## config.mk

```make
export PLATFORM = sky130hd
export DESIGN_NAME = mxfp8_block_decoder
export DESIGN_NICKNAME = d
export VERILOG_FILES = /design/src/rtl/mxfp8_pkg.sv /design/src/rtl/mxfp8_lane_decode.sv /design/src/rtl/mxfp8_block_decoder.sv
export SDC_FILE = /design/constraint.sdc
export NUM_CORES = 1
export LEC_CHECK = 0
export CAP_MARGIN = 20
export CORE_ASPECT_RATIO = 0.8
export CORE_MARGIN = 8
export CORE_UTILIZATION = 40
export CTS_CLUSTER_SIZE = 10
export DETAILED_ROUTE_END_ITERATION = 10
export PLACE_DENSITY = 0.65
export REMOVE_ABC_BUFFERS = 1
export SLEW_MARGIN = 20
export SYNTH_ARGS = -nofsm -noshare
export SYNTH_HDL_FRONTEND = slang
export SYNTH_HIERARCHICAL = 1
export SYNTH_SLANG_ARGS = --single-unit
```

## constraint.sdc

```tcl
create_clock -name clk -period 3.24 [get_ports clk]
set_input_delay 0.648 -clock clk [delete_from_list [all_inputs] [get_ports clk]]
set_output_delay 0.648 -clock clk [all_outputs]
set_load 0.005 [all_outputs]
```

## src/rtl/mxfp8_pkg.sv

```systemverilog
// Shared constants, the element-format enum and the decoded-lane record
// for the MX FP8 block decoder.
package mxfp8_pkg;

    // Element and output field widths
    localparam int FP8_W      = 8;
    localparam int MANT_W     = 4;   // hidden bit + up to 3 fraction bits
    localparam int CORE_EXP_W = 9;   // holds -141..142, widened at the top

    // Exponent biases
    localparam int E4M3_BIAS  = 7;
    localparam int E5M2_BIAS  = 15;
    localparam int E8M0_BIAS  = 127;

    // E8M0 scale code reserved for NaN
    localparam logic [7:0] E8M0_NAN = 8'hFF;

    typedef enum logic {
        FMT_E4M3 = 1'b0,
        FMT_E5M2 = 1'b1
    } fmt_e;

    typedef struct packed {
        logic                         sign;
        logic signed [CORE_EXP_W-1:0] exp;
        logic [MANT_W-1:0]            mant;
        logic                         zero;
        logic                         nan;
        logic                         inf;
    } lane_t;

endpackage

```

## src/rtl/mxfp8_lane_decode.sv

```systemverilog
// Combinational decode of one FP8 element (E4M3 or E5M2) with the block's
// E8M0 scale folded into the exponent.
module mxfp8_lane_decode
    import mxfp8_pkg::*;
(
    input  logic [FP8_W-1:0] fp8,
    input  fmt_e             mode,
    input  logic [7:0]       scale,
    output lane_t            lane
);

    logic [3:0]                   e4;
    logic [2:0]                   m4;
    logic [4:0]                   e5;
    logic [1:0]                   m5;
    logic signed [CORE_EXP_W-1:0] elem_exp;
    logic signed [CORE_EXP_W-1:0] scale_exp;
    logic [MANT_W-1:0]            mant;
    logic                         is_zero;
    logic                         is_nan;
    logic                         is_inf;

    assign e4 = fp8[6:3];
    assign m4 = fp8[2:0];
    assign e5 = fp8[6:2];
    assign m5 = fp8[1:0];

    // Unbiased scale; 0xFF is caught separately as NaN so the sum never overflows
    assign scale_exp = $signed({1'b0, scale}) - CORE_EXP_W'(E8M0_BIAS);

    // Field extraction and special-value classification for the element
    always_comb begin
        elem_exp = '0;
        mant     = '0;
        is_zero  = 1'b0;
        is_nan   = 1'b0;
        is_inf   = 1'b0;
        if (mode == FMT_E4M3) begin
            // Subnormals share the exponent of the smallest normal
            elem_exp = (e4 == 4'd0) ? CORE_EXP_W'(1 - E4M3_BIAS)
                                    : $signed({5'b0, e4}) - CORE_EXP_W'(E4M3_BIAS);
            mant     = {e4 != 4'd0, m4};
            is_zero  = (e4 == 4'd0) && (m4 == 3'd0);
            // Only all-ones is NaN; E4M3 reuses the top binade for normals
            is_nan   = (e4 == 4'hF) && (m4 == 3'h7);
        end else begin
            elem_exp = (e5 == 5'd0) ? CORE_EXP_W'(1 - E5M2_BIAS)
                                    : $signed({4'b0, e5}) - CORE_EXP_W'(E5M2_BIAS);
            // Two fraction bits left-aligned under the hidden bit
            mant     = {e5 != 5'd0, m5, 1'b0};
            is_zero  = (e5 == 5'd0) && (m5 == 2'd0);
            is_inf   = (e5 == 5'h1F) && (m5 == 2'd0);
            is_nan   = (e5 == 5'h1F) && (m5 != 2'd0);
        end
        if (scale == E8M0_NAN) is_nan = 1'b1;
    end

    // Final lane record: NaN beats Inf beats zero; specials carry no exp/mant
    always_comb begin
        lane      = '0;
        lane.sign = fp8[7];
        if (is_nan) begin
            lane.nan = 1'b1;
        end else if (is_inf) begin
            lane.inf = 1'b1;
        end else if (is_zero) begin
            lane.zero = 1'b1;
        end else begin
            lane.exp  = elem_exp + scale_exp;
            lane.mant = mant;
        end
    end

endmodule

```

## src/rtl/mxfp8_block_decoder.sv

```systemverilog
// Multi-lane MX block decoder: holds one E8M0 scale and element format per
// block, counts beats, decodes LANES elements per beat and registers the
// result behind a valid/ready handshake.
module mxfp8_block_decoder
    import mxfp8_pkg::*;
#(
    parameter int LANES      = 4,
    parameter int BLOCK_SIZE = 32,
    parameter int EXP_W      = 10
) (
    input  logic                    clk,
    input  logic                    rst_n,
    input  logic                    scale_valid,
    output logic                    scale_ready,
    input  logic [7:0]              scale_data,
    input  logic                    scale_mode,
    input  logic                    in_valid,
    output logic                    in_ready,
    input  logic [LANES*FP8_W-1:0]  in_data,
    output logic                    out_valid,
    input  logic                    out_ready,
    output logic [LANES-1:0]        out_sign,
    output logic [LANES*EXP_W-1:0]  out_exp,
    output logic [LANES*MANT_W-1:0] out_mant,
    output logic [LANES-1:0]        out_zero,
    output logic [LANES-1:0]        out_nan,
    output logic [LANES-1:0]        out_inf,
    output logic                    out_last
);

    localparam int BEATS = BLOCK_SIZE / LANES;
    localparam int CNT_W = (BEATS > 1) ? $clog2(BEATS) : 1;
    localparam logic [CNT_W-1:0] CNT_MAX = CNT_W'(BEATS - 1);

    if (BLOCK_SIZE % LANES != 0) begin : g_bad_block
        $error("BLOCK_SIZE must be a multiple of LANES");
    end
    if (EXP_W < 9) begin : g_bad_exp
        $error("EXP_W must be at least 9");
    end

    logic             scale_held;
    logic [7:0]       scale_q;
    fmt_e             mode_q;
    logic [CNT_W-1:0] cnt;
    logic             last_beat;
    logic             in_fire;
    logic             scale_fire;
    lane_t            dec [LANES];

    assign last_beat   = (cnt == CNT_MAX);
    assign in_ready    = scale_held & (~out_valid | out_ready);
    assign in_fire     = in_valid & in_ready;
    // Next block's scale may land on the current block's last beat
    assign scale_ready = ~scale_held | (in_fire & last_beat);
    assign scale_fire  = scale_valid & scale_ready;

    for (genvar gi = 0; gi < LANES; gi++) begin : g_lane
        mxfp8_lane_decode u_dec (
            .fp8   (in_data[gi*FP8_W +: FP8_W]),
            .mode  (mode_q),
            .scale (scale_q),
            .lane  (dec[gi])
        );
    end

    // Block scale/format register; released after the last beat unless reloaded
    always_ff @(posedge clk or negedge rst_n) begin
        if (!rst_n) begin
            scale_held <= 1'b0;
            scale_q    <= '0;
            mode_q     <= FMT_E4M3;
        end else if (scale_fire) begin
            scale_held <= 1'b1;
            scale_q    <= scale_data;
            mode_q     <= fmt_e'(scale_mode);
        end else if (in_fire && last_beat) begin
            scale_held <= 1'b0;
        end
    end

    // Beat position within the current block
    always_ff @(posedge clk or negedge rst_n) begin
        if (!rst_n) begin
            cnt <= '0;
        end else if (in_fire) begin
            cnt <= last_beat ? '0 : cnt + 1'b1;
        end
    end

    // Output register; holds while the consumer stalls
    always_ff @(posedge clk or negedge rst_n) begin
        if (!rst_n) begin
            out_valid <= 1'b0;
            out_last  <= 1'b0;
            out_sign  <= '0;
            out_exp   <= '0;
            out_mant  <= '0;
            out_zero  <= '0;
            out_nan   <= '0;
            out_inf   <= '0;
        end else if (in_fire) begin
            out_valid <= 1'b1;
            out_last  <= last_beat;
            for (int i = 0; i < LANES; i++) begin
                out_sign[i]                  <= dec[i].sign;
                out_exp[i*EXP_W +: EXP_W]    <= EXP_W'(dec[i].exp);
                out_mant[i*MANT_W +: MANT_W] <= dec[i].mant;
                out_zero[i]                  <= dec[i].zero;
                out_nan[i]                   <= dec[i].nan;
                out_inf[i]                   <= dec[i].inf;
            end
        end else if (out_ready) begin
            out_valid <= 1'b0;
        end
    end

endmodule

```

==> summary.md, run 1 <==
| Metric | Value |
|---|---|
| Antenna-violating nets left | 0 |
| CP Max Fanout | 3 |
| Critical path startpoint category | input port |
| FF-to-FF Start | mode_q |
| Leak | between 4 and 5 nW |
| Syn_area_per_cell | between 10 and 15 um2 |
| Initial antenna violation count | 0 |
| FF+latch count, synth | 83 |
| DP Wirelength | about 15,000 um |
| Core Area | 17,950 um2 |
| Tot GR Track Use | 0.1764 |
| First-pass GRT wire length | between 30,000 and 40,000 um |
| Reg-to-reg endpoint | out_exp[37] |
| Area of the multi-input gates | approximately 5300 um2 |
| Fin crit share | 0.9742 |
| Die Ht | 136.5 um |
| Max Cap Viol | 0 |
| Asr flop ratio synth | 1.000 |
| Cts hold-fix bufs | 0 |
| Die area | approximately 23,000 um2 |
| Max_slew headroom | 0.4837 |
| Post-route design area | about 10,000 um2 |
| Vias in the first global route | roughly 6,300 |
| Final slew viol count | 0 |
| Routed wire length | 20,430 um |
| Synth Flop Type | dfrtp_1 |
| Post-synth top area cell | dfrtp_1 |
| Cell area after placement | roughly 9500 um2 |
| Synthesized area | 7263 um2 |
| Initial DRC count | approximately 320 |
| Fmax | between 0.3 and 0.4 GHz |
| Final nets | 1,067 |
| Post-synthesis cell count | 697 |
| Post-synth top cells | 83 x dfrtp_1, 82 x ha_1, 69 x mux2_4 |
| Layout cell share with drive strength beyond 1 | 0.3926 |
| First-pass detailed-route iteration total | 4 |
| Post-synth EDFFs | 0 |
| Synth area leaders | dfrtp_1 29%, mux2_4 14%, ha_1 14% |
| Top cell type's share of synthesized area | 0.2860 |
| Status | completed |
| Setup violations, final | 0 |
| Worst skew pair latency | 360 ps |
| Pin count of the biggest net entering global routing | 58 |
| Initial core utilization | 0.4047 |
| DRC | 0 |
| H-Tree Depth | 3 |
| Die width | about 170 um |
| GPL Wtd Cong | between 0.8 and 0.9 |
| Fill cell count | between 1,500 and 2,000 |
| Total gr overflow | 0 |
| CTS root buffer | clkbuf_16 |
| Num CTS Buffers | 9 |
| Worst Path Arrival | about 3400 ps |
| Buffers on Ports | 121 |
| WL per Instance | 17.46 um |
| Final count of hold timing violations | 0 |
| Top-count cell post-synth | dfrtp_1 |
| Clock slew at reported path FFs | 70 ps |
| CTS Sinks | between 80 and 90 |
| Vias per cell | approximately 5.3 |
| R2R setup slack | between 300 and 400 ps |
| CP Capture Type | register |
| CTS Buffer Depth | 2 |
| Vias | between 6,000 and 7,000 |
| Netlist cell types | 74 |
| Storage element area | between 2000 and 2500 um2 |
| Min-delay worst type | input port to async pin |
| Worst path required time | 3490 ps |
| Max Clock Skew | 6.288 ps |
| Layout area overhead | 43.76% |
| Fin Setup TNS | 0 ps |
| Core Rows | 44 |
| WS Path Type | input port to register |
| Num ports | roughly 120 |
| CTS tree | built |
| Final min period | ~3200 ps |
| Worst setup path end | out_exp[7] |
| Register-to-Register Path Depth | 13 |
| Seq/Total Area, Yosys | 0.2860 |
| # diodes | 0 |
| Worst Max-Slew Pin Slew | slightly below 800 ps |
| Max IR drop VDD | 0.5693 mV |
| Synth Warn # | 6 |
| Worst setup startpoint | in_data[6] |
| Pwr/cell area | between 900 and 1000 nW/um2 |
[worst min path at each step]
stage / startpoint / end / slack (ps)
floorplan: rst_n / cnt[0] / 350
global placement: out_sign[0] / out_sign[0] / 490
detailed placement: out_zero[2] / out_zero[2] / 490
CTS: rst_n / out_zero[3] / 390
global route: rst_n / out_exp[33] / 440
finish: rst_n / out_zero[3] / 370
[placed cells by master (no fill, tap or decap), drive strengths merged, types with 3 or more instances in the layout]
master / synthesis / final
a2111oi: 4 / 4
a211oi: 18 / 18
a21o: 7 / 7
a21oi: 22 / 22
a311o: 3 / 3
a31oi: 5 / 5
and2: 7 / 7
and3: 5 / 5
and3b: 3 / 3
buf: 34 / 147
clkbuf: 5 / 18
clkdlybuf4s50: 0 / 100
dfrtp: 83 / 83
dlygate4sd2: 0 / 9
fa: 4 / 4
ha: 82 / 82
inv: 39 / 42
mux2: 72 / 72
nand2: 49 / 49
nand2b: 7 / 7
nand3: 23 / 23
nand3b: 12 / 12
nand4: 14 / 14
nor2: 31 / 31
nor2b: 6 / 6
nor3: 25 / 25
nor3b: 13 / 13
nor4: 9 / 9
nor4b: 8 / 8
o211a: 3 / 3
o211ai: 10 / 10
o21ai: 21 / 21
o21bai: 4 / 4
o22ai: 10 / 10
o31ai: 10 / 10
o32a: 5 / 5
xnor2: 18 / 18
xor2: 8 / 8
[critical path, cell delays in order]
cell and delay, ps:
dlygate4sd2_1 300, nor4b_4 330, nor2_1 80, a21oi_1 160, ha_1 270, ha_4 170
fa_2 370, a211oi_4 320, nor4b_4 90, a2111oi_4 280, nor3_1 100, mux2_4 280
[logic make-up after synthesis]
group	share of synthesized area
xor+xnor	0.03135
simple gates	0.1819
buf+inv	0.06184
flops	0.2860
fa+ha+maj	0.1523
mux	0.1487
compound gates	0.1380
[sequential cells by signal (all words and copies together), names as in the netlist]
name / count
cnt: 3
mode_q: 1
out_exp: 36
out_inf: 4
out_last: 1
out_mant: 16
out_nan: 4
out_sign: 4
out_valid: 1
out_zero: 4
scale_held: 1
scale_q: 8
[layer usage]
layer	wire (um)	GRT usage
met5	0	0
met4	185	0.04294
met3	849	0.03949
met2	9175	0.2754
met1	10220	0.2445
[power breakdown]
group	switching (mW)	leakage [nW]	total, mW	internal (mW)
Clock	0.502	0.145	1.11	0.611
Combinational	2.92	3.60	7.09	4.17
Sequential	0.386	0.993	1.85	1.46
Total	3.81	4.74	10.0	6.24
[through the flow]
step                power [mW]  instances  utilization  worst slack (ps)  hold slack (ps)
finish                   10.05       1170       0.5818             83.57            368.1
global placement         7.841       1137       0.5283            -846.9            490.8
CTS                      9.595       1163       0.5623            -72.41            387.9
global route             10.88       1170       0.5818            -1.905            437.6
detailed placement       7.919       1137       0.5283            -860.0            491.3
floorplan                5.396        658            -            -841.8            352.4
[layout make-up]
type,count,share of cell area
Tap cell,230,0.02756
Clock inverter,7,0.007909
Sequential cell,83,0.1990
Multi-Input combinational cell,536,0.5069
Clock buffer,9,0.02157
Inverter,39,0.01402
Timing Repair Buffer,266,0.2230
[repair_timing]
item	in CTS	in global routing
setup buffers	10	7
resized for setup	90	69
pin swaps	60	49
endpoints found under the setup margin	18	14
Power figures use the tool's default switching activity.
==> run 2: changes to the inputs <==
--- a/config.mk
+++ b/config.mk
@@ -5,6 +5,7 @@
 export SDC_FILE = /design/constraint.sdc
 export NUM_CORES = 1
 export LEC_CHECK = 0
+export ABC_CLOCK_PERIOD_IN_PS = 3240
 export CAP_MARGIN = 20
 export CORE_ASPECT_RATIO = 0.8
 export CORE_MARGIN = 8
==> results of run 2 <==
Same layout as run 1: the final DEF is identical, and so are final timing and power.
